==> src/rtl/regfile_writeback_pkg.sv <==
// Shared definitions for the register-file write-back front end.
// Register geometry constants are shared with register_file.
package regfile_writeback_pkg;

  localparam int REG_DATA_W = 64;
  localparam int REG_ADDR_W = 5;
  localparam int REG_COUNT  = 32;
  localparam int REG_ZERO   = 0;

  // Identifies which result source won the write port on a given cycle.
  typedef enum logic {
    SRC_ALU = 1'b0,
    SRC_MEM = 1'b1
  } wb_src_e;

  // True when a write destination targets the hard-wired zero register.
  function automatic logic is_zero_reg(input logic [REG_ADDR_W-1:0] addr);
    return addr == REG_ADDR_W'(REG_ZERO);
  endfunction

endpackage

==> src/rtl/regfile_writeback_wb_fifo.sv <==
// Synchronous FIFO buffering one write-back source (address + data per entry).
// Depth must be a power of two so pointers wrap naturally.
module wb_fifo #(
  parameter int W     = 69,
  parameter int DEPTH = 4
) (
  input  logic         clk,
  input  logic         reset,
  input  logic         push,
  input  logic [W-1:0] din,
  input  logic         pop,
  output logic [W-1:0] dout,
  output logic         full,
  output logic         empty
);

  localparam int PTR_W = $clog2(DEPTH);
  localparam int CNT_W = PTR_W + 1;

  logic [W-1:0]     storage [DEPTH];
  logic [PTR_W-1:0] wr_ptr;
  logic [PTR_W-1:0] rd_ptr;
  logic [CNT_W-1:0] count;
  logic             do_push;
  logic             do_pop;

  assign full    = count == CNT_W'(DEPTH);
  assign empty   = count == '0;
  assign do_push = push && !full;
  assign do_pop  = pop && !empty;
  assign dout    = storage[rd_ptr];

  // Pointer and occupancy bookkeeping; reset discards all queued entries.
  always_ff @(posedge clk) begin
    if (!reset) begin
      wr_ptr <= '0;
      rd_ptr <= '0;
      count  <= '0;
    end else begin
      if (do_push) wr_ptr <= wr_ptr + PTR_W'(1);
      if (do_pop)  rd_ptr <= rd_ptr + PTR_W'(1);
      count <= count + CNT_W'(do_push) - CNT_W'(do_pop);
    end
  end

  // Entry storage; contents are don't-care until the matching count says otherwise.
  always_ff @(posedge clk) begin
    if (do_push) storage[wr_ptr] <= din;
  end

endmodule

==> src/rtl/regfile_writeback.sv <==
// Write-side front end of the register file: buffers ALU and load-return
// results, round-robin arbitrates one write per cycle onto the register file
// write port, and tracks pending destinations in a busy scoreboard.
// Optional feature macro: WB_FORWARDING_EN (adds write-port forwarding compare).
module regfile_writeback
  import regfile_writeback_pkg::*;
#(
  parameter int DATA_W     = REG_DATA_W,
  parameter int ADDR_W     = REG_ADDR_W,
  parameter int FIFO_DEPTH = 4
) (
  input  logic              clk,
  input  logic              reset,
  input  logic              alu_wb_valid,
  output logic              alu_wb_ready,
  input  logic [ADDR_W-1:0] alu_wb_addr,
  input  logic [0:DATA_W-1] alu_wb_data,
  input  logic              mem_wb_valid,
  output logic              mem_wb_ready,
  input  logic [ADDR_W-1:0] mem_wb_addr,
  input  logic [0:DATA_W-1] mem_wb_data,
  input  logic              issue_valid,
  input  logic [ADDR_W-1:0] issue_addr,
  output logic [REG_COUNT-1:0] busy_mask,
  output logic              rf_write_en,
  output logic [ADDR_W-1:0] rf_rd_addr,
  output logic [0:DATA_W-1] rf_rd_data
`ifdef WB_FORWARDING_EN
  ,
  input  logic [ADDR_W-1:0] fwd_ra_addr,
  input  logic [ADDR_W-1:0] fwd_rb_addr,
  output logic              fwd_a_hit,
  output logic              fwd_b_hit,
  output logic [0:DATA_W-1] fwd_data
`endif
);

  localparam int ENT_W = ADDR_W + DATA_W;

  logic             alu_full, alu_empty, mem_full, mem_empty;
  logic             alu_push, mem_push;
  logic             alu_pop, mem_pop;
  logic [ENT_W-1:0] alu_dout, mem_dout;

  wb_src_e          last_grant;
  logic             grant_mem;

  logic [ENT_W-1:0]  entry_p0;
  logic [ADDR_W-1:0] addr_p0;
  logic [0:DATA_W-1] data_p0;
  logic              pop_p0;
  logic              vld_p0;

  logic [REG_COUNT-1:0] busy_next;

  // Ready comes straight from occupancy, so a full buffer refuses even on a popping cycle.
  assign alu_wb_ready = reset && !alu_full;
  assign mem_wb_ready = reset && !mem_full;
  assign alu_push     = alu_wb_valid && alu_wb_ready;
  assign mem_push     = mem_wb_valid && mem_wb_ready;

  wb_fifo #(.W(ENT_W), .DEPTH(FIFO_DEPTH)) u_alu_fifo (
    .clk   (clk),
    .reset (reset),
    .push  (alu_push),
    .din   ({alu_wb_addr, alu_wb_data}),
    .pop   (alu_pop),
    .dout  (alu_dout),
    .full  (alu_full),
    .empty (alu_empty)
  );

  wb_fifo #(.W(ENT_W), .DEPTH(FIFO_DEPTH)) u_mem_fifo (
    .clk   (clk),
    .reset (reset),
    .push  (mem_push),
    .din   ({mem_wb_addr, mem_wb_data}),
    .pop   (mem_pop),
    .dout  (mem_dout),
    .full  (mem_full),
    .empty (mem_empty)
  );

  // Round-robin arbitration: a lone non-empty source wins; on contest the source not granted last wins.
  always_comb begin
    grant_mem = 1'b0;
    alu_pop   = 1'b0;
    mem_pop   = 1'b0;
    if (reset) begin
      grant_mem = !mem_empty && (alu_empty || last_grant == SRC_ALU);
      mem_pop   = grant_mem;
      alu_pop   = !alu_empty && !grant_mem;
    end
  end

  // ---- stage p0: popped entry selected from the winning buffer ----
  assign entry_p0 = grant_mem ? mem_dout : alu_dout;
  assign addr_p0  = entry_p0[ENT_W-1 -: ADDR_W];
  assign data_p0  = entry_p0[DATA_W-1:0];
  assign pop_p0   = alu_pop || mem_pop;
  assign vld_p0   = pop_p0 && !is_zero_reg(addr_p0);

  // Remember the last granted source; reset leaves ALU as "last" so mem wins the first contest.
  always_ff @(posedge clk) begin
    if (!reset) begin
      last_grant <= SRC_ALU;
    end else if (pop_p0) begin
      last_grant <= grant_mem ? SRC_MEM : SRC_ALU;
    end
  end

  // ---- stage p1: register-file write port register ----
  // Writes to r0 are dropped; address/data hold their last committed values when idle.
  always_ff @(posedge clk) begin
    if (!reset) begin
      rf_write_en <= 1'b0;
      rf_rd_addr  <= '0;
      rf_rd_data  <= '0;
    end else begin
      rf_write_en <= vld_p0;
      if (vld_p0) begin
        rf_rd_addr <= addr_p0;
        rf_rd_data <= data_p0;
      end
    end
  end

  // Scoreboard update: commit clears, issue sets afterwards so a same-edge set wins.
  always_comb begin
    busy_next = busy_mask;
    if (vld_p0) busy_next[addr_p0] = 1'b0;
    if (issue_valid && !is_zero_reg(issue_addr)) busy_next[issue_addr] = 1'b1;
    busy_next[REG_ZERO] = 1'b0;
  end

  // Pending-destination register.
  always_ff @(posedge clk) begin
    if (!reset) begin
      busy_mask <= '0;
    end else begin
      busy_mask <= busy_next;
    end
  end

`ifdef WB_FORWARDING_EN
  // The register file holds its read outputs during a write, so readers of the
  // register being written take the value from the write port instead.
  assign fwd_a_hit = reset && rf_write_en && !is_zero_reg(rf_rd_addr) && (rf_rd_addr == fwd_ra_addr);
  assign fwd_b_hit = reset && rf_write_en && !is_zero_reg(rf_rd_addr) && (rf_rd_addr == fwd_rb_addr);
  assign fwd_data  = rf_rd_data;
`endif

endmodule

==> config.mk <==
export PLATFORM = sky130hd
export DESIGN_NAME = regfile_writeback
export DESIGN_NICKNAME = d
export VERILOG_FILES = /design/src/rtl/regfile_writeback_pkg.sv /design/src/rtl/regfile_writeback_wb_fifo.sv /design/src/rtl/regfile_writeback.sv
export SDC_FILE = /design/constraint.sdc
export NUM_CORES = 1
export LEC_CHECK = 0
export CAP_MARGIN = 10
export CORE_MARGIN = 2
export CORE_UTILIZATION = 25
export DETAILED_ROUTE_END_ITERATION = 7
export GPL_TIMING_DRIVEN = 0
export PLACE_DENSITY = 0.44
export SLEW_MARGIN = 20
export SYNTH_ARGS = -nofsm -noshare
export SYNTH_HDL_FRONTEND = slang
export SYNTH_SLANG_ARGS = --single-unit
==> constraint.sdc <==
create_clock -name clk -period 4.6 [get_ports clk]
set_clock_uncertainty 0.2 [all_clocks]
set_input_delay 1.38 -clock clk [delete_from_list [all_inputs] [get_ports clk]]
set_output_delay 1.38 -clock clk [all_outputs]
set_load 0.1 [all_outputs]
==> results.sh <==
export IMPL_crit_chain="clkbuf_2 -> clkinvlp_4 -> a31oi_2 -> buf_4"
export IMPL_fp_dieW_microns=323.3
export IMPL_syn_inst=1299
export IMPL_post_cts_buffers=0
export IMPL_syn2layout_area_growth_pct=28.26
export IMPL_cts_root_buf="clkbuf_16"
export IMPL_synthTopCellsByArea="edfxtp_1 (65%), mux4_2 (12%), dfxtp_1 (9.4%)"
export IMPL_clock_fmax_mhz=236.5
export IMPL_status="complete, no violations"
export IMPL_placeableCoreArea_sq_um=101400
export IMPL_wire_per_inst_microns=23.04
export IMPL_design_area_sq_um=32690
export IMPL_path_clk_slew_ns=0.06
export IMPL_ant_nets=0
export IMPL_yosys_area_share_xor_xnor=0.003437
export IMPL_leakagePower_nw=10.31
export IMPL_synth_nets=1461
export IMPL_critPathRequiredTime_ns=3.02
export IMPL_synth_most_common_cell="edfxtp_1"
export IMPL_finalNonFillerCells=3082
export IMPL_ys_seq_elements=672
export IMPL_final_nets=1806
export IMPL_hold_viol_final=0
export IMPL_critPathSlowestCell="buf_4"
export IMPL_drc=0
export IMPL_clock_sinks=672
export IMPL_htree_num_levels=3
export IMPL_ys_top_cells_by_count="edfxtp_1 (552), mux4_2 (138), dfxtp_1 (120)"
export IMPL_cts_tree="yes"
export IMPL_yosysTopAreaCellShare=0.6504
export IMPL_rows=117
export IMPL_die_y_microns=323.3
export IMPL_clkLatencyLatePin_ns=0.63
export IMPL_grt_pass1_vias=14410
export IMPL_synth_edf_count=552
export IMPL_wl_microns=71000
export IMPL_start_util=0.2512
export IMPL_fin_crit_sh=0.9193
export IMPL_port_buffers=249
export IMPL_seq_area_frac_synth=0.7447
export IMPL_max_slew_margin=0.2025
export IMPL_final_layout_size_suffix_gt1_frac=0.2194
export IMPL_peakVddDrop_uv=538.0
export IMPL_gp_congestion=0.7844
export IMPL_slowest_delay_ns=0.38
export IMPL_total_power_mw=19.87
export IMPL_drtIter0Drc=1065
export IMPL_ioPinCount=252
export IMPL_crit_family="buffers and inverters"
export IMPL_synth_cell_types=46
export IMPL_yosys_area_share_simple=0.03044
export IMPL_whs_ns=0.2895
export IMPL_first_pass_iters=5
export IMPL_slew_violations=0
export IMPL_clockBufferDepth=3
export IMPL_synth_top_family_by_area="multiplexers"
export IMPL_die_area_sq_um=104500
export IMPL_syn_area_sq_um=25490
export IMPL_path_class="in2out"
export IMPL_post_place_cells=2932
export IMPL_yosysTopAreaCell="edfxtp_1"
export IMPL_cts_buffers=78
export IMPL_arrival_ns=2.65
export IMPL_synth_compound_area_share=0.04600
export IMPL_period_minus_slack_ns=4.229
export IMPL_worstHoldPathType="reg2reg"
export IMPL_yosys_warnings=0
export IMPL_syn_area_per_cell_sq_um=19.62
export IMPL_yosys_most_used_dff="edfxtp_1"
export IMPL_grt_pass1_wl_microns=100700
export IMPL_async_reset_ff_frac=0
export IMPL_antenna_found_initial=14
export IMPL_dp_hpwl_microns=48180
export IMPL_grt_usage=0.1354
export IMPL_power_density_nw_per_um2=607.9
export IMPL_grt_max_degree=36
export IMPL_synth_fa_ha_area_frac=0.007462
export IMPL_routed_via_density=4.394
export IMPL_critPathLaunchType="input port"
export IMPL_dr_total_vias=13540
export IMPL_placed_area_sq_um=30120
export IMPL_rsz0062_at_grt="false"
export IMPL_cts_hold_buf=0
export IMPL_drv_cap=0
export IMPL_finalSetupViolations=0
export IMPL_path_buf_inv=3
export IMPL_crit_path_end_kind="primary output"
export IMPL_cp_max_fo=10
export IMPL_synthMuxAreaShare=0.1507
export IMPL_worst_slew_pin_slew_ns=1.193
export IMPL_overflow=0
-- cells in the final DEF (no fill, tap or decap), types with 10 or more instances in the layout --
cell type        synthesis  layout
o21ai_0                 14      14
edfxtp_1               552     552
clkdlybuf4s50_1          0     245
o211ai_1                13      13
a32o_1                  16      16
mux2i_1                 69      68
nand2_1                 97      97
nand3_1                 12      12
dfxtp_1                120     120
clkinv_1                 1      11
nor2_1                  22      21
ha_1                    12      12
buf_1                   16      14
clkbuf_16                0      85
buf_12                   0      10
mux4_2                 138     138
inv_1                   14      14
buf_2                    8      12
o221a_2                 61      61
clkbuf_1                49      68
-- registers in the layout, indices dropped and copies added (netlist names), named ones only --
name,flops
busy_mask,31
u_alu_fifo.count,3
rf_rd_addr,5
u_alu_fifo.wr_ptr,2
u_alu_fifo.rd_ptr,2
u_mem_fifo.wr_ptr,2
u_alu_fifo.storage,276
u_mem_fifo.count,3
last_grant,1
rf_rd_data,64
u_mem_fifo.rd_ptr,2
rf_write_en,1
u_mem_fifo.storage,276
-- worst paths after layout --
kind,start,to,slack [ns],depth (start not counted)
max,reset,alu_wb_ready,0.37,4
min reg2reg,busy_mask[12]$_SDFF_PN0_,busy_mask[12]$_SDFF_PN0_,0.29,2
max reg2reg,u_alu_fifo.count[2]$_SDFF_PN0_,rf_rd_data[8]$_SDFFE_PN0N_,0.74,8
min,busy_mask[12]$_SDFF_PN0_,busy_mask[12]$_SDFF_PN0_,0.29,2
-- area by class of cell --
cell class	count	area [sq um]
fill	9726	68760
sequential	672	18980
multi-input combinational	530	6128
timing repair buffer	265	2843
clock buffer	116	2323
tap	1368	1712
buffer	82	389.1
clock inverter	29	242.7
inverter	15	60.06
antenna	5	12.51
-- per-stage QoR --
stage / setup TNS [ns] / util / worst slack, ns
6_report: 0 / 0.3222 / 0.3713
5_1_grt: 0 / 0.3221 / 0.2668
4_1_cts: 0 / 0.3221 / 0.01296
3_5_place_dp: -6.377 / 0.2969 / -0.8879
3_3_place_gp: -349.20 / 0.2929 / -0.8466
2_1_floorplan: -33.37 / - / -0.06115
-- what timing repair did --
action,CTS,global route
pin swaps,0,0
endpoints found under the setup margin,2,2
gates resized for setup,12,3
-- worst min-delay path: stages, from the launching register on --
cell and delay [ns]:
dfxtp_1 0.31, nand2_1 0.06, o22ai_1 0.07
-- cell families after synthesis --
logic type | after synthesis
flops | 672
buf+inv | 97
other cells | 1
fa+ha+maj | 14
compound gates | 123
mux | 210
xor+xnor | 10
simple gates | 172
-- power by group --
part | internal (mW) | switching (mW)
clock | 3.67 | 2.43
combinational | 2.10 | 4.22
sequential | 7.17 | 0.290
total | 12.9 | 6.94
-- routing by layer --
metal / track usage / share of wire / vias to the layer above
li1: - / - / 6008
met1: 0.1714 / 0.42 / 7055
met2: 0.2267 / 0.49 / 357
met3: 0.03418 / 0.068 / 104
met4: 0.04227 / 0.022 / 18
met5: 0 / 0.0017 / -
Note: power is estimated with default switching activity, not from simulation.
